[config.mk]
export PLATFORM = sky130hd
export DESIGN_NAME = prog_uart_loader_flat
export DESIGN_NICKNAME = d
export VERILOG_FILES = /design/src/rtl/prog_uart_loader_pkg.sv /design/src/rtl/prog_uart_loader_if.sv /design/src/rtl/prog_uart_loader_uart_rx_byte.sv /design/src/rtl/prog_uart_loader.sv /design/src/flat_wrapper.sv
export SDC_FILE = /design/constraint.sdc
export NUM_CORES = 1
export LEC_CHECK = 0
export ABC_AREA = 1
export CORE_UTILIZATION = 50
export DETAILED_ROUTE_END_ITERATION = 10
export MAX_ROUTING_LAYER = met4
export PLACE_DENSITY = 0.8
export SKIP_CTS_REPAIR_TIMING = 1
export SKIP_LAST_GASP = 1
export SYNTH_ARGS = -nofsm -noshare
export SYNTH_HDL_FRONTEND = slang
export SYNTH_SLANG_ARGS = --single-unit
export TNS_END_PERCENT = 10
[constraint.sdc]
create_clock -name clk -period 2.25 [get_ports clk]
set_input_delay 0.45 -clock clk [delete_from_list [all_inputs] [get_ports clk]]
set_output_delay 0.45 -clock clk [all_outputs]
set_load 0.01 [all_outputs]
[src/rtl/prog_uart_loader_pkg.sv]
// ============================================================================
// Module      : prog_loader_pkg
// Description : Shared constants, defaults and frame-FSM state type for the
//               UART program loader.
// Revision    : 1.0 - initial release
// ============================================================================
`default_nettype none

package prog_loader_pkg;

    localparam logic [7:0] SYNC_BYTE = 8'hA5;

    localparam int DEFAULT_CLKS_PER_BIT = 87;
    localparam int DEFAULT_MAX_LEN      = 22;
    localparam int DEFAULT_ADDR_W       = 5;
    localparam int DEFAULT_TIMEOUT_CLKS = 20000;

    typedef enum logic [2:0] {
        ST_IDLE  = 3'd0,
        ST_LEN   = 3'd1,
        ST_DATA  = 3'd2,
        ST_CKSUM = 3'd3,
        ST_DONE  = 3'd4,
        ST_ERR   = 3'd5
    } frame_state_t;

endpackage

`default_nettype wire

[src/rtl/prog_uart_loader_if.sv]
// ============================================================================
// Module      : prog_uart_loader_if
// Description : Instruction-memory write port driven by the program loader.
// Revision    : 1.0 - initial release
// ============================================================================
`default_nettype none

interface prog_uart_loader_if #(
    parameter int ADDR_W = 5
);
    logic              mem_we_o;
    logic [ADDR_W-1:0] mem_addr_o;
    logic [7:0]        mem_data_o;

    modport master (output mem_we_o, output mem_addr_o, output mem_data_o);
    modport slave  (input  mem_we_o, input  mem_addr_o, input  mem_data_o);
endinterface

`default_nettype wire

[src/rtl/prog_uart_loader_uart_rx_byte.sv]
// ============================================================================
// Module      : uart_rx_byte
// Description : 8N1 UART receiver with input synchroniser; pulses byte_valid
//               on a good stop bit and fe on a bad one.
// Revision    : 1.0 - initial release
// ============================================================================
`default_nettype none

module uart_rx_byte #(
    parameter int CLKS_PER_BIT = 87
) (
    input  wire logic       clk,
    input  wire logic       rst_n,
    input  wire logic       rx_i,
    output logic            byte_valid,
    output logic [7:0]      rx_byte,
    output logic            fe
);
    localparam int CNT_W = $clog2(CLKS_PER_BIT);
    localparam logic [CNT_W-1:0] c_full_last = CNT_W'(CLKS_PER_BIT - 1);
    localparam logic [CNT_W-1:0] c_half_last = CNT_W'(CLKS_PER_BIT / 2 - 1);

    typedef enum logic [1:0] {
        RX_IDLE  = 2'd0,
        RX_START = 2'd1,
        RX_DATA  = 2'd2,
        RX_STOP  = 2'd3
    } rx_state_t;

    rx_state_t        r_state;
    logic             r_rx_meta;
    logic             r_rx_sync;
    logic             r_rx_prev;
    logic [CNT_W-1:0] r_cnt;
    logic [2:0]       r_bit;
    logic [7:0]       r_shift;

    always_ff @(posedge clk or negedge rst_n) begin
        if (!rst_n) begin
            r_state    <= RX_IDLE;
            r_rx_meta  <= 1'b1;
            r_rx_sync  <= 1'b1;
            r_rx_prev  <= 1'b1;
            r_cnt      <= '0;
            r_bit      <= '0;
            r_shift    <= '0;
            byte_valid <= 1'b0;
            rx_byte    <= '0;
            fe         <= 1'b0;
        end else begin
            r_rx_meta  <= rx_i;
            r_rx_sync  <= r_rx_meta;
            r_rx_prev  <= r_rx_sync;
            byte_valid <= 1'b0;
            fe         <= 1'b0;
            case (r_state)
                RX_IDLE: begin
                    r_cnt <= '0;
                    r_bit <= '0;
                    if (r_rx_prev && !r_rx_sync)
                        r_state <= RX_START;
                end
                RX_START: begin
                    // A line that is high again at mid start bit was only a glitch
                    if (r_cnt == c_half_last) begin
                        r_cnt   <= '0;
                        r_state <= r_rx_sync ? RX_IDLE : RX_DATA;
                    end else begin
                        r_cnt <= r_cnt + CNT_W'(1);
                    end
                end
                RX_DATA: begin
                    if (r_cnt == c_full_last) begin
                        r_cnt   <= '0;
                        r_shift <= {r_rx_sync, r_shift[7:1]};
                        r_bit   <= r_bit + 3'd1;
                        if (r_bit == 3'd7)
                            r_state <= RX_STOP;
                    end else begin
                        r_cnt <= r_cnt + CNT_W'(1);
                    end
                end
                RX_STOP: begin
                    if (r_cnt == c_full_last) begin
                        r_cnt   <= '0;
                        r_state <= RX_IDLE;
                        if (r_rx_sync) begin
                            byte_valid <= 1'b1;
                            rx_byte    <= r_shift;
                        end else begin
                            fe <= 1'b1;
                        end
                    end else begin
                        r_cnt <= r_cnt + CNT_W'(1);
                    end
                end
                default: r_state <= RX_IDLE;
            endcase
        end
    end

endmodule

`default_nettype wire

[src/rtl/prog_uart_loader.sv]
// ============================================================================
// Module      : prog_uart_loader
// Description : Loads a framed program image from UART into instruction
//               memory and releases the core once the image is complete.
//               Macro PROG_CKSUM_EN adds the trailing XOR checksum byte.
// Revision    : 1.0 - initial release
// ============================================================================
`default_nettype none

module prog_uart_loader
    import prog_loader_pkg::*;
#(
    parameter int CLKS_PER_BIT = DEFAULT_CLKS_PER_BIT,
    parameter int MAX_LEN      = DEFAULT_MAX_LEN,
    parameter int ADDR_W       = DEFAULT_ADDR_W,
    parameter int TIMEOUT_CLKS = DEFAULT_TIMEOUT_CLKS
) (
    input  wire logic              clk,
    input  wire logic              rst_n,
    input  wire logic              rx_i,
    prog_uart_loader_if.master     mem,
    output logic                   cpu_run_o,
    output logic                   busy_o,
    output logic                   err_o
);
    localparam int TMO_W = $clog2(TIMEOUT_CLKS + 1);
    localparam logic [TMO_W-1:0] c_tmo_last = TMO_W'(TIMEOUT_CLKS - 1);
    localparam logic [7:0]       c_max_len  = 8'(MAX_LEN);

    logic       w_byte_valid;
    logic [7:0] w_rx_byte;
    logic       w_fe;
    logic       w_last;
    logic       w_abort;

    frame_state_t      r_state;
    logic              r_mem_we;
    logic [ADDR_W-1:0] r_mem_addr;
    logic [7:0]        r_mem_data;
    logic [ADDR_W-1:0] r_addr;
    logic [7:0]        r_len;
    logic [TMO_W-1:0]  r_tmo;
`ifdef PROG_CKSUM_EN
    logic [7:0]        r_cksum;
`endif

    uart_rx_byte #(
        .CLKS_PER_BIT (CLKS_PER_BIT)
    ) u_rx (
        .clk        (clk),
        .rst_n      (rst_n),
        .rx_i       (rx_i),
        .byte_valid (w_byte_valid),
        .rx_byte    (w_rx_byte),
        .fe         (w_fe)
    );

    assign busy_o = (r_state == ST_LEN) || (r_state == ST_DATA) || (r_state == ST_CKSUM);
    assign w_last = ({{(8-ADDR_W){1'b0}}, r_addr} == (r_len - 8'd1));
    // A byte arriving on the expiry cycle wins over the timeout
    assign w_abort = busy_o && !w_byte_valid && (w_fe || (r_tmo == c_tmo_last));

    always_ff @(posedge clk or negedge rst_n) begin
        if (!rst_n) begin
            r_state    <= ST_IDLE;
            r_mem_we   <= 1'b0;
            r_mem_addr <= '0;
            r_mem_data <= '0;
            r_addr     <= '0;
            r_len      <= '0;
            r_tmo      <= '0;
            cpu_run_o  <= 1'b0;
            err_o      <= 1'b0;
`ifdef PROG_CKSUM_EN
            r_cksum    <= '0;
`endif
        end else begin
            r_mem_we <= 1'b0;
            r_tmo    <= (busy_o && !w_byte_valid) ? r_tmo + TMO_W'(1) : '0;
            case (r_state)
                ST_IDLE, ST_DONE, ST_ERR: begin
                    if (w_byte_valid && (w_rx_byte == SYNC_BYTE)) begin
                        r_state   <= ST_LEN;
                        err_o     <= 1'b0;
                        cpu_run_o <= 1'b0;
                        r_addr    <= '0;
`ifdef PROG_CKSUM_EN
                        r_cksum   <= '0;
`endif
                    end
                end
                ST_LEN: begin
                    if (w_byte_valid) begin
                        if ((w_rx_byte == 8'd0) || (w_rx_byte > c_max_len)) begin
                            r_state <= ST_ERR;
                            err_o   <= 1'b1;
                        end else begin
                            r_len   <= w_rx_byte;
                            r_state <= ST_DATA;
                        end
                    end
                end
                ST_DATA: begin
                    if (w_byte_valid) begin
                        r_mem_we   <= 1'b1;
                        r_mem_addr <= r_addr;
                        r_mem_data <= w_rx_byte;
                        r_addr     <= r_addr + ADDR_W'(1);
`ifdef PROG_CKSUM_EN
                        r_cksum    <= r_cksum ^ w_rx_byte;
                        if (w_last)
                            r_state <= ST_CKSUM;
`else
                        if (w_last) begin
                            r_state   <= ST_DONE;
                            cpu_run_o <= 1'b1;
                        end
`endif
                    end
                end
`ifdef PROG_CKSUM_EN
                ST_CKSUM: begin
                    if (w_byte_valid) begin
                        if (w_rx_byte == r_cksum) begin
                            r_state   <= ST_DONE;
                            cpu_run_o <= 1'b1;
                        end else begin
                            r_state <= ST_ERR;
                            err_o   <= 1'b1;
                        end
                    end
                end
`endif
                default: r_state <= ST_IDLE;
            endcase
            if (w_abort) begin
                r_state   <= ST_ERR;
                err_o     <= 1'b1;
                cpu_run_o <= 1'b0;
            end
        end
    end

    assign mem.mem_we_o   = r_mem_we;
    assign mem.mem_addr_o = r_mem_addr;
    assign mem.mem_data_o = r_mem_data;

endmodule

`default_nettype wire

[src/flat_wrapper.sv]
// flat-port wrapper written by rule: the top's interface ports become plain ports
module prog_uart_loader_flat import prog_loader_pkg::*;
#(
    parameter int CLKS_PER_BIT = DEFAULT_CLKS_PER_BIT,
    parameter int MAX_LEN      = DEFAULT_MAX_LEN,
    parameter int ADDR_W       = DEFAULT_ADDR_W,
    parameter int TIMEOUT_CLKS = DEFAULT_TIMEOUT_CLKS
)
  (clk, rst_n, rx_i, cpu_run_o, busy_o, err_o, mem_mem_we_o, mem_mem_addr_o, mem_mem_data_o);
  prog_uart_loader_if #(.ADDR_W(ADDR_W)) mem_i ();
  input  wire logic clk;
  input  wire logic rst_n;
  input  wire logic rx_i;
  output logic cpu_run_o;
  output logic busy_o;
  output logic err_o;
  output wire logic [$bits(mem_i.mem_we_o)-1:0] mem_mem_we_o;
  output wire logic [$bits(mem_i.mem_addr_o)-1:0] mem_mem_addr_o;
  output wire logic [$bits(mem_i.mem_data_o)-1:0] mem_mem_data_o;
  assign mem_mem_we_o = mem_i.mem_we_o;
  assign mem_mem_addr_o = mem_i.mem_addr_o;
  assign mem_mem_data_o = mem_i.mem_data_o;
  prog_uart_loader #(.CLKS_PER_BIT(CLKS_PER_BIT), .MAX_LEN(MAX_LEN), .ADDR_W(ADDR_W), .TIMEOUT_CLKS(TIMEOUT_CLKS)) u_core (.clk(clk), .rst_n(rst_n), .rx_i(rx_i), .mem(mem_i), .cpu_run_o(cpu_run_o), .busy_o(busy_o), .err_o(err_o));
endmodule
; Word level (Yosys, flattened, before mapping)
; Index checks and enable logic that the tools add are counted.
[totals]
regBits = 80
in_bits = 3
[op_classes]
muxes = 40
add_sub_neg = 5
n_bitwise = 1
magnitude_cmp = 1
eq_ne = 26
n_reduce_logical = 29
[op_table]
columns = operator, n
row1 = 2-to-1 mux 3 bit, 7
row2 = one-hot mux 7 bit (3 select lines), 1
row3 = "adder 15 x 1 -> 15 bit, second input constant", 1
row4 = "== test 15 bit, second input constant", 1
row5 = 2-to-1 mux 1 bit, 15
row6 = 2-to-1 mux 15 bit, 1
row7 = 2-to-1 mux 7 bit, 2
row8 = 2-to-1 mux 2 bit, 6
row9 = "!= test 2 bit, second input constant", 6
row10 = AND reduction 4 bit, 3
row11 = 2-to-1 mux 5 bit, 2
row12 = one-hot mux 5 bit (2 select lines), 1
row13 = "== test 3 bit, second input constant", 3
row14 = "!= test 3 x 2 -> 1 bit, second input constant", 3
row15 = one-hot mux 3 bit (3 select lines), 1
row16 = AND reduction 3 bit, 3
row17 = == test 5 x 8 -> 1 bit, 1
row18 = "== test 8 bit, second input constant", 1
row19 = "greater-than comparator 8 x 5 -> 1 bit, second input constant", 1
row20 = logical NOT 8 bit, 1
row21 = one-hot mux 2 bit (4 select lines), 1
row22 = "subtractor 8 x 1 -> 8 bit, second input constant", 1
row23 = "adder 7 x 1 -> 7 bit, second input constant", 1
row24 = "== test 7 x 6 -> 1 bit, second input constant", 1
row25 = 23 further kinds, 38

; Logic depth before layout (Yosys ltp)
; Gate-level depths: netlist (run 1).
[depth]
depth_word = 7
ltp_mapped = 14

; Modules after synthesis
; From an unflattened synthesis (run 1), not the netlist that was laid out.
[unflattened]
cells_unflattened = 460
area_unflattened_um2 = 3937.5
[by_module_without_submodules]
columns = mod, seq_area_each_um2, cells_each, n_inst, area_per_inst_um2
row1 = prog_uart_loader, 1176.1, 307, 1, 2443.6
row2 = uart_rx_byte, 829.5, 153, 1, 1493.9

; Worst setup path before layout (run 1)
; OpenSTA, ideal clock, no wires.
[synth_path]
path_type = register to register
from = reg u_core.r_len[0]
to = reg u_core.r_state[2]
stages_incl_launch_ff = 14
path_buffers = 0
synth_period_minus_slack_ns = 1.587
t_arrival_ns = 1.471
slack_ns = 0.663
setup_ns = 0.117
required_time_ns = 2.133
cell_sequence = dfrtp_1 -> inv_1 -> ha_1 -> nand2_1 -> nor2_1 -> nand2_1 -> nand2_1 -> nand3_1 -> nor2_1 -> nand3_1 -> nand2_2 -> nand2_1 -> nand2_1 -> nand2_1
[synth_via]
elab_chain_cells = 4
[synth_rtl]
columns = item, line
row1 = start: declaration, prog_uart_loader.sv:41  ; logic [7:0] r_len;
row2 = start signal: assignment, prog_uart_loader.sv:98  ; r_len <= w_rx_byte;
row3 = subtractor 8 x 1 -> 8 bit, prog_uart_loader.sv:59  ; assign w_last = ({{(8-ADDR_W){1'b0}}, r_addr} == (r_len - 8'd1));
row4 = == test 5 x 8 -> 1 bit, prog_uart_loader.sv:59
row5 = != test 3 x 1 -> 1 bit (no line), n/a
row6 = AND reduction 4 bit (no line), n/a
row7 = end signal: assignment, prog_uart_loader.sv:65  ; r_state <= ST_IDLE;
row8 = end signal: assignment, prog_uart_loader.sv:83  ; r_state <= ST_LEN;
row9 = end signal: assignment, prog_uart_loader.sv:95  ; r_state <= ST_ERR;
row10 = end: declaration, prog_uart_loader.sv:36  ; frame_state_t r_state;
; Every way passes these cells.
; A chain may end at the register's enable or synchronous reset.

; Worst setup path in the final report (run 1)
[layout_path]
from = reg u_core.r_state[1]
to = out busy_o
[layout_via]
elab_chain_cells = 3
word_cells_on_any_way = 5
cone_classes = eq/ne: 3 / reduce/logical: 2
[layout_rtl]
columns = item, line
row1 = == test 3 x 1 -> 1 bit or == test 3 x 2 -> 1 bit (tied branches), prog_uart_loader.sv:58  ; assign busy_o = (r_state == ST_LEN) || (r_state == ST_DATA) || (r_state == ST_CKSUM);
row2 = logical OR 1 bit, prog_uart_loader.sv:58
row3 = logical OR 1 bit (*), prog_uart_loader.sv:58
row4 = end: declaration, flat_wrapper.sv:15  ; output logic busy_o;
; Every way passes the cells marked *; elsewhere a longest branch is shown, timed or not.

==> results.txt, run 1 <==
----------------------------------------------------
[Run status]
  Result of the run ... complete, but fails checks
  Failing checks ... negative hold slack

[Critical path]
  FF-to-FF End ... u_core.u_rx.r_bit[0]$_DFFE_PN0P_
  Critical path data required time ... between 1.5 and 2 ns
  Start-to-end type of the worst setup path ... reg2out
  Endpoint kind of the worst setup timing path ... output pin
  Worst R2R Start ... u_core.u_rx.r_cnt[0]$_DFF_PN0_
  Chain of cells forming the critical path ... inv_2 > a21oi_4 > clkdlybuf4s50_1
  Startpoint type of the worst setup path ... register
  Slowest cell delay on critical path ... 0.56 ns
  Worst-path maximum fanout ... 4
  Worst setup slack for register-to-register paths ... between 0.3 and 0.4 ns
  Highest-delay cell along the critical path ... clkdlybuf4s50_1
  Depth of the worst register-to-register path ... 9
  Data arrival time of the worst path ... about 1.6 ns

[STA]
  Fin crit period ... 2.06 ns
  Max-slew violation count ... 0
  Transition time at the pin with the least slew margin ... between 0.5 and 0.6 ns
  Final-layout setup total negative slack ... 0 ns
  Final hold viol count ... 4
  Max frequency ... around 500 MHz
  WHS ... -0.00279 ns
  Setup repair after global routing missed its margin ... no
  Relative max-transition margin ... 0.632
  Final setup skew ... between 0.01 and 0.015 ns
  Final number of setup-violating endpoints ... 0
  Final clock period utilization by the worst path ... 0.915

[Yosys]
  Count of cell types in the netlist ... 35
  Post-Synthesis Cell Area ... about 3800 µm²
  Mean cell area of the mapped netlist ... 8.29 µm²
  FFs w/ async S/R, synth ... 1.00
  Sequential-to-total area share from yosys stat ... 0.524
  Gate count of the mapped netlist ... 462
  Count of flip-flops with a built-in enable after synthesis ... 0
  Most used flip-flop cell after synthesis ... dfrtp_1
  #FFs+latches synth ... 80
  Count of yosys warnings during synthesis ... 0
  Number of nets in the synthesized netlist ... 472

[Floorplanning]
  Die span in x ... between 80 and 90 µm
  Total die area ... between 8000 and 9000 µm²
  Die extent in y ... between 80 and 90 µm
  Area of the placeable core ... roughly 7300 µm²
  Top Ports ... 20
  Std cell rows ... 31
  Starting density of the core ... 0.522

[Clock tree]
  Clock latency reported for the late side of the worst-skew pair ... ~0.36 ns
  Inserted Clock Buffers ... 9
  Number of buffers on the longest clock path ... 2
  Sink Count ... 80
  Root Buffer Master ... clkbuf_8
  Clk pin slew, worst setup/hold paths ... about 0.090 ns
  H-tree depth ... 3
  CTS tree ... yes

[Layout]
  Nets ... a little under 500
  Total of fill cells in the finished design ... roughly 650
  Layout Area Growth over Synthesis ... 13.5%
  Fraction of final layout cells sized beyond drive strength 1 ... 0.114
  Number of diodes ... 0
  Final core occ ... 0.593

[Pwr]
  Power density over the cells ... a little under 700 nW/µm²
  Total power after layout ... around 0.0030 W
  Total leakage power ... just over 2 nW
  Peak ir drop on the vdd network ... about 0.51 mV

[Detailed routing]
  Routed via count divided by cell count ... about 5
  1st-pass router iterations ... 4
  Routed length per placed instance ... about 12 µm
  Drt first-iter violations ... ~130
  Vias after detailed routing ... a little under 3000
  Number of nets still failing antenna checks after routing ... 0
  Detailed-route DRC error count ... 0
  DRT Wirelength ... approximately 7000 µm

[GRT]
  Total congestion overflow ... 0
  Antenna violations before repair ... 0
  Overall track demand over capacity in global routing ... 0.206
  Global-route wire length before repair ... between 10000 and 15000 µm
  Number of global-route vias before repair ... roughly 2800
  Maximum number of pins on one net before global-route repair ... 55

[Placed design]
  PortBufs ... 19
  Post-DP HPWL ... 5160 µm
  Placer's final routability congestion estimate ... between 0.8 and 0.9

[Worst hold path]
  Worst hold path class ... in2async

[Flow run]
  Max_cap viols ... 0

----------------------------------------------------
final cells by class:
class                   instances  area, µm²  share of cell area
clock buffers                   9        124              0.0285
clock inverters                 7        106              0.0245
inverters                      70        264              0.0608
multi-input cells             305       1510               0.348
flip-flops and latches         80       2010               0.462
well taps                      99        124              0.0285
repair buffers                 20        208              0.0478
metrics by stage:
stage / instances / area, µm² / hold slack [ns] / setup slack (ns)
6_report: 590 / 4350 / -0.00279 / 0.192
5_1_grt: 590 / 4350 / 0.00713 / 0.120
4_1_cts: 590 / 4350 / -0.000102 / 0.176
3_5_place_dp: 574 / 4120 / 0.351 / 0.407
3_3_place_gp: 574 / 4120 / 0.347 / 0.523
2_1_floorplan: 462 / 3830 / 0.154 / 0.663
power breakdown:
| part | total [W] | switching [W] | internal, W | leakage (nW) |
|---|---|---|---|---|
| logic | 0.000256 | 0.000175 | 0.0000810 | 0.830 |
| clock network | 0.00122 | 0.000572 | 0.000648 | 0.117 |
| registers | 0.00153 | 0.0000465 | 0.00148 | 1.10 |
| total | 0.00300 | 0.000793 | 0.00221 | 2.05 |
cell usage after synthesis, types with 3 or more instances:
library cell  number  share of area
ha_1               7          0.023
a21oi_1           14          0.018
o21ai_0           36          0.047
nand2_2           11          0.018
inv_1             60          0.059
nand4_1            5         0.0082
buf_2              3         0.0039
inv_2              8         0.0078
nor2_2             3         0.0049
nand2_1          112           0.11
dfstp_2            3          0.021
o21ai_1           10          0.013
xor2_1             4         0.0091
dfrtp_1           77           0.50
nor3_1            13          0.017
nor2_1            38          0.037
nand3_1           32          0.042
o21ai_2            5          0.011
kinds of logic (layout without fill, tap and decap cells):
| logic type | after synthesis | after routing | share of synthesized area |
|---|---|---|---|
| compound gates | 72 | 72 | 0.106 |
| xor+xnor | 5 | 5 | 0.0114 |
| fa+ha+maj | 7 | 7 | 0.0229 |
| buf+inv | 77 | 106 | 0.0807 |
| flops | 80 | 80 | 0.524 |
| simple gates | 221 | 221 | 0.255 |
how the worst max path moves through the flow:
stage / start / to / slack [ns] / depth (start not counted)
3_5_place_dp: u_core.u_rx.r_cnt[0]$_DFF_PN0_ / u_core.u_rx.r_bit[0]$_DFFE_PN0P_ / 0.41 / 9
3_3_place_gp: u_core.r_len[0]$_DFFE_PN0P_ / u_core.r_state[0]$_DFFE_PN0P_ / 0.52 / 13
6_report: u_core.r_state[1]$_DFFE_PN0P_ / busy_o / 0.19 / 3
2_1_floorplan: u_core.r_len[0]$_DFFE_PN0P_ / u_core.r_state[2]$_DFFE_PN0P_ / 0.66 / 13
5_1_grt: u_core.r_state[1]$_DFFE_PN0P_ / busy_o / 0.12 / 3
4_1_cts: u_core.r_state[1]$_DFFE_PN0P_ / busy_o / 0.18 / 3
layout by cell type (no fill, tap or decap), types with 2 or more instances in the layout:
cell / netlist / routed
nor3_1: 13 / 13
nor2_1: 38 / 38
nand3_1: 32 / 32
xor2_1: 4 / 4
o21ai_2: 5 / 5
nand4_1: 5 / 5
nand2_1: 112 / 112
o21bai_1: 2 / 2
clkdlybuf4s50_1: 0 / 18
o21ai_0: 36 / 36
inv_2: 8 / 8
dfrtp_1: 77 / 77
ha_1: 7 / 7
inv_1: 60 / 60
o21ai_1: 10 / 10
bufinv_16: 0 / 2
a21oi_1: 14 / 14
dfstp_2: 3 / 3
clkbuf_8: 0 / 9
nand2_2: 11 / 11
nor3_2: 2 / 2
nor2_2: 3 / 3
inv_6: 0 / 4
state kept, by name, indices dropped and copies added, names as in the netlist, 3 cells and up, named ones only:
signal,count
u_core.r_state,3
u_core.r_tmo,15
u_core.u_rx.rx_byte,8
u_core.u_rx.r_bit,3
u_core.mem.mem_data_o,8
u_core.r_len,8
u_core.mem.mem_addr_o,5
u_core.u_rx.r_shift,8
u_core.u_rx.r_cnt,7
u_core.r_addr,5
routing by layer:
metal  part of all wire  vias up  global-route usage
met5                  0        -                   -
met4             0.0069        0              0.0447
met3              0.029        6              0.0582
met2               0.48       30               0.329
met1               0.48     1415               0.263
li1                   -     1527                   -
critical path, delay by kind of cell (launching register included):
kind                   cells  cell delay [ns]
DFF                        1             0.43
buffers and inverters      2             0.65
AOI/OAI and AO/OA          1             0.18
No activity file was read; power rests on OpenSTA's default activity.
==> run 2: changes to the inputs <==
--- a/config.mk
+++ b/config.mk
@@ -12,6 +12,7 @@
 export PLACE_DENSITY = 0.8
 export SKIP_CTS_REPAIR_TIMING = 1
 export SKIP_LAST_GASP = 1
+export SLEW_MARGIN = 20
 export SYNTH_ARGS = -nofsm -noshare
 export SYNTH_HDL_FRONTEND = slang
 export SYNTH_SLANG_ARGS = --single-unit
==> results of run 2 <==
Final layout, timing and power as in run 1 (identical DEF).
==> run 3: changes to the inputs <==
--- a/config.mk
+++ b/config.mk
@@ -6,6 +6,7 @@
 export NUM_CORES = 1
 export LEC_CHECK = 0
 export ABC_AREA = 1
+export CORE_ASPECT_RATIO = 0.8
 export CORE_UTILIZATION = 50
 export DETAILED_ROUTE_END_ITERATION = 10
 export MAX_ROUTING_LAYER = met4
==> run 3 against run 2 <==
The run now ends clean. Register-to-register slack better by 0.02 ns. Via count down 0.81%. Critical path depth unchanged. Clock power down 17%. Hold slack better by 0.12 ns. Highest routed layer unchanged. Cell count up 1.4%. Largest power group unchanged. Sequential share of layout area up 0.35 points. Core utilization down 0.93 points.
==> results.txt, run 3 (same netlist as run 1, synthesis figures left out) <==
----------------------------------------------------
[STA]
  Final clock period utilization by the worst path ... 0.901 (was 0.915)
  Final-layout setup total negative slack ... 0 ns (unchanged)
  Final number of setup-violating endpoints ... 0 (unchanged)
  Setup repair after global routing missed its margin ... no (unchanged)
  Final setup skew ... 0.0101 ns (was 0.0106 ns)
  Post-layout worst setup margin ... 0.224 ns (was 0.192 ns)
  Relative max-transition margin ... 0.579 (was 0.632)
  WHS ... 0.114 ns (was -0.00279 ns)
  Max frequency ... 494 MHz (was 486 MHz)
  Transition time at the pin with the least slew margin ... 0.631 ns (was 0.551 ns)
  Max-slew violation count ... 0 (unchanged)
  Final hold viol count ... 0 (was 4)
  Fin crit period ... 2.03 ns (was 2.06 ns)

[Run status]
  Result of the run ... completed (was complete, but fails checks)

[Floorplanning]
  Std cell rows ... 28 (was 31)
  Total die area ... 8010 µm² (about the same)
  Area of the placeable core ... 7390 µm² (was 7330 µm²)
  Die span in x ... 99.8 µm (was 89.5 µm)
  Starting density of the core ... 0.518 (was 0.522)
  Top Ports ... 20 (unchanged)
  Die extent in y ... 80.3 µm (was 89.5 µm)

[Layout]
  Register with the highest flop count ... u_core.r_tmo (unchanged)
  Number of diodes ... 0 (unchanged)
  Most frequent standard cell in the layout excluding fill and tap cells ... nand2_1 (unchanged)
  Final core occ ... 0.583 (was 0.593)
  Most frequent cells in the layout ... nand2_1 (112), dfrtp_1 (77), inv_1 (60) (unchanged)
  Layout Area Growth over Synthesis ... 12.6% (was 13.5%)
  Nets ... 498 (was 496)
  Max FFs per register ... 15 (unchanged)
  Fraction of final layout cells sized beyond drive strength 1 ... 0.118 (was 0.114)

[GRT]
  Global-route wire length before repair ... 12600 µm (was 12200 µm)
  Antenna violations before repair ... 0 (unchanged)
  Maximum number of pins on one net before global-route repair ... 53 (was 55)
  Overall track demand over capacity in global routing ... 0.206 (about the same)
  Number of global-route vias before repair ... 2788 (was 2761)
  Total congestion overflow ... 0 (unchanged)

[Detailed routing]
  Number of nets still failing antenna checks after routing ... 0 (unchanged)
  Detailed-route DRC error count ... 0 (unchanged)
  1st-pass router iterations ... 4 (unchanged)
  Routed length per placed instance ... 12.2 µm (was 12.0 µm)
  Drt first-iter violations ... 107 (was 126)
  Routed via count divided by cell count ... 4.94 (was 5.05)
  Vias after detailed routing ... 2954 (was 2978)
  DRT Wirelength ... 7320 µm (was 7050 µm)

[Clock tree]
  Sink Count ... 80 (unchanged)
  Number of buffers on the longest clock path ... 2 (unchanged)
  Clk pin slew, worst setup/hold paths ... 0.09 ns (about the same)
  Root Buffer Master ... clkbuf_8 (unchanged)
  H-tree depth ... 3 (unchanged)
  Clock latency reported for the late side of the worst-skew pair ... 0.35 ns (was 0.36 ns)
  CTS tree ... yes (unchanged)
  Inserted Clock Buffers ... 9 (unchanged)

[Critical path]
  Depth of the worst register-to-register path ... 8 (was 9)
  Worst R2R Start ... u_core.u_rx.r_cnt[0]$_DFF_PN0_ (unchanged)
  Worst-path maximum fanout ... 4 (unchanged)
  Worst setup slack for register-to-register paths ... 0.41 ns (was 0.39 ns)
  Data arrival time of the worst path ... 1.58 ns (was 1.61 ns)
  FF-to-FF End ... u_core.u_rx.r_bit[0]$_DFFE_PN0P_ (unchanged)
  Startpoint type of the worst setup path ... register (unchanged)
  Endpoint kind of the worst setup timing path ... output pin (unchanged)
  Setup crit start ... u_core.r_state[1]$_DFFE_PN0P_ (unchanged)
  Setup crit end ... busy_o (unchanged)
  Start-to-end type of the worst setup path ... reg2out (unchanged)
  Critical path data required time ... 1.80 ns (about the same)

[Placed design]
  PortBufs ... 19 (unchanged)
  Post-placement worst setup slack ... 0.424 ns (was 0.407 ns)
  Post-DP HPWL ... 5260 µm (was 5160 µm)
  Placer's final routability congestion estimate ... 0.831 (was 0.839)

[Worst hold path]
  Worst hold path class ... in2async (unchanged)

[Flow run]
  Max_cap viols ... 0 (unchanged)

[Pwr]
  Peak ir drop on the vdd network ... 0.436 mV (was 0.513 mV)
  Power density over the cells ... 648 nW/µm² (was 691 nW/µm²)
  Total leakage power ... 2.03 nW (was 2.05 nW)

----------------------------------------------------
[run 3: area by class of cell]
class                      count  area [µm²]
fill                         631        3080
sequential                    80        2010
multi-input combinational    305        1510
inverter                      70         264
timing repair buffer          22         210
clock buffer                  10         138
tap                          105         131
clock inverter                 6        50.0
[run 3: worst max-delay path, stage by stage, from the launching register on]
cell             delay, ns
dfrtp_1               0.42
inv_2                 0.09
a21oi_4               0.16
clkdlybuf4s50_1       0.57
[run 3: how the worst min path moves through the flow]
| stage | endpoint | slack [ns] | depth (start not counted) |
|---|---|---|---|
| after floorplan | async pin | 0.15 | 0 |
| after global placement | u_core.u_rx.r_rx_sync$_DFF_PN1_ | 0.35 | 0 |
| after detailed placement | u_core.u_rx.r_rx_sync$_DFF_PN1_ | 0.35 | 0 |
| after CTS | u_core.u_rx.r_shift[4]$_DFFE_PN0P_ | 0.12 | 1 |
| after global routing | u_core.u_rx.r_shift[4]$_DFFE_PN0P_ | 0.16 | 1 |
| final | u_core.u_rx.r_shift[4]$_DFFE_PN0P_ | 0.11 | 1 |
[run 3: per-stage QoR]
stage	cell area [µm²]	total power (W)	cells
after floorplan	3830	0.00172	462
after global routing	4310	0.00291	598
final	4310	0.00279	598
after CTS	4310	0.00281	598
after global placement	4130	0.00179	582
after detailed placement	4130	0.00180	582
[run 3: per-layer routing]
layer	vias to the layer above	track usage	wire, µm
met1	1369	0.270	3600
li1	1527	-	-
met4	0	0.0618	70
met2	49	0.321	3380
met5	-	-	0
met3	9	0.0496	267
[run 3: report_power, final]
group	internal, W	leakage [nW]	switching, W
Clock	0.000449	0.0956	0.000564
Sequential	0.00148	1.10	0.0000443
Combinational	0.0000781	0.835	0.000176
==> variant, RTL diff (flow settings as in run 2) <==
Add a define of `PROG_CKSUM_EN`.
--- a/src/rtl/prog_uart_loader.sv
+++ b/src/rtl/prog_uart_loader.sv
@@ -8,2 +8,4 @@
 `default_nettype none
+
+`define PROG_CKSUM_EN
 
Formal check against the unedited RTL: no difference found for any inputs over 10 cycles, from zero or initial values and one cycle with rst_n low; that may be too few to reach the edited logic, so the function may still have changed.
==> variant against run 2 <==
  * Sequential power up 9%
  * Global-route usage up 1.7 points
  * Via count up 19%
  * Total power up 1.4%
  * Final area up 10%
  * Clock power down 7%
  * Utilization down 1.1 points
  * First-iteration DRC count up 75%
  * Area after synthesis up 11%
  * Sequential cell count up 8
  * Register-to-register slack worse by 50 ps
  * Worst setup slack better by 150 ps
  * Routed wire length up 19%
==> variant: results (changes against run 2) <==
status: "finished, final reports clean"
synthMuxAreaShare_pct: 0  # unchanged
r2r_slack_ps: 340  # -50 ps
grt_pass1_vias: 3447  # +25%
top_register: "u_core.r_tmo"
wl_per_cell_um: 12.6  # +5.5%
yosys-top-cells-area: "dfrtp_1 50%, nand2_1 13%, inv_1 6.3%"
cts_root_buf: "clkbuf_8"
grt_pass1_wl_mm: 15.0  # +23%
ys_types: 35  # unchanged
syn-instance-count: 531  # +15%
r2r_cells: 8  # -1
irDropWorstVdd_uv: 454  # -11%
hpwlAfterDp_mm: 6.21  # +20%
drtIter0Drc: 221  # +75%
yosysWarningCount: 0  # unchanged
track_usage_pct: 22.4  # +1.7 points
drt-vias-per-instance: 5.30  # +5.1%
slew_headroom_pct: 67.2  # +4.1 points
synth_fp_nets: 541  # +15%
antenna_found_initial: 0  # unchanged
skew_ps: 12.1  # +1.50 ps
antenna_cells: 0  # unchanged
largest_reg_flops: 15  # unchanged
crit_start: "u_core.u_rx.r_cnt[0]$_DFF_PN0_"
synth_fa_ha_area_share_pct: 2.06  # -0.23 points
drive_gt1_share_pct: 6.93  # -4.5 points
fill_cells: 722  # +11%
post-place-cells: 652  # +14%
critical_path_peak_fanout: 17  # +13
clock_latency_ps: 360  # about the same
synth-compound-area-share_pct: 10.5  # -0.13 points
fin_cells: 668  # +13%
seq_area_frac_synth_pct: 51.9  # -0.47 points
final_nets: 568  # +15%
crit_end: "u_core.u_rx.rx_byte[5]$_DFFE_PN0P_"
dr.pass1.iters: 5  # +1
clockBufferDepth: 2  # unchanged
numCtsBuffers: 9  # unchanged
leakagePower_nw: 2.28  # +11%
worstPathArrival_ps: 2170  # +560 ps
gp_congestion: 0.886  # +5.7%
grt_max_degree: 35  # -36%
synthArstFlopShare_pct: 100  # unchanged
synth_common_cells: "142 x nand2_1, 85 x dfrtp_1, 71 x inv_1, 50 x nor2_1, 48 x o21ai_0"
io_buffers: 19  # unchanged
yosys.area_share.xor_xnor_pct: 0.824  # -0.32 points
variant: kinds of logic (layout without fill, tap and decap cells):
family | Yosys count | in the layout
AND/OR/NAND/NOR | 267 | 267
AO/OA/AOI/OAI | 83 | 83
XOR/XNOR | 4 | 4
flip-flops | 88 | 88
adder cells (fa/ha/maj) | 7 | 7
buffers and inverters | 82 | 114
variant: where the power goes:
part	switching, mW	internal (mW)
logic	0.168	0.0730
registers	0.0483	1.63
clock network	0.602	0.529
total	0.819	2.23
variant: through the flow:
stage | total power [mW] | worst slack [ps] | hold slack (ps) | area, µm²
after floorplan | 1.85 | 616 | 154 | 4250
after global placement | 1.93 | 481 | 347 | 4570
after detailed placement | 1.95 | 355 | 352 | 4570
after CTS | 3.07 | 52.4 | 35.6 | 4780
after global routing | 3.20 | 68.7 | 34.8 | 4780
final | 3.05 | 341 | 21.0 | 4780
variant: metal layers:
metal	wire [µm]	part of all wire (%)	up-vias	global-route usage (%)
met5	0	0	-	-
met4	197	2.3	0	8.85
met3	327	3.9	25	4.37
met2	4130	49	68	36.3
met1	3780	45	1685	27.5
li1	-	-	1765	-
variant: cell type report:
type | count | area share, %
multi-input cells | 361 | 36.0
inverters | 74 | 5.84
repair buffers | 24 | 5.03
flip-flops and latches | 88 | 46.2
clock inverters | 7 | 1.62
well taps | 105 | 2.75
clock buffers | 9 | 2.59
variant: critical path, stage by stage (launching register included):
cell and delay [ps]:
dfrtp_1 430, inv_1 70, ha_1 190, nand2_1 60, nor3_1 120, nand2_1 130, inv_1 130, nand3_1 370
o21ai_0 320
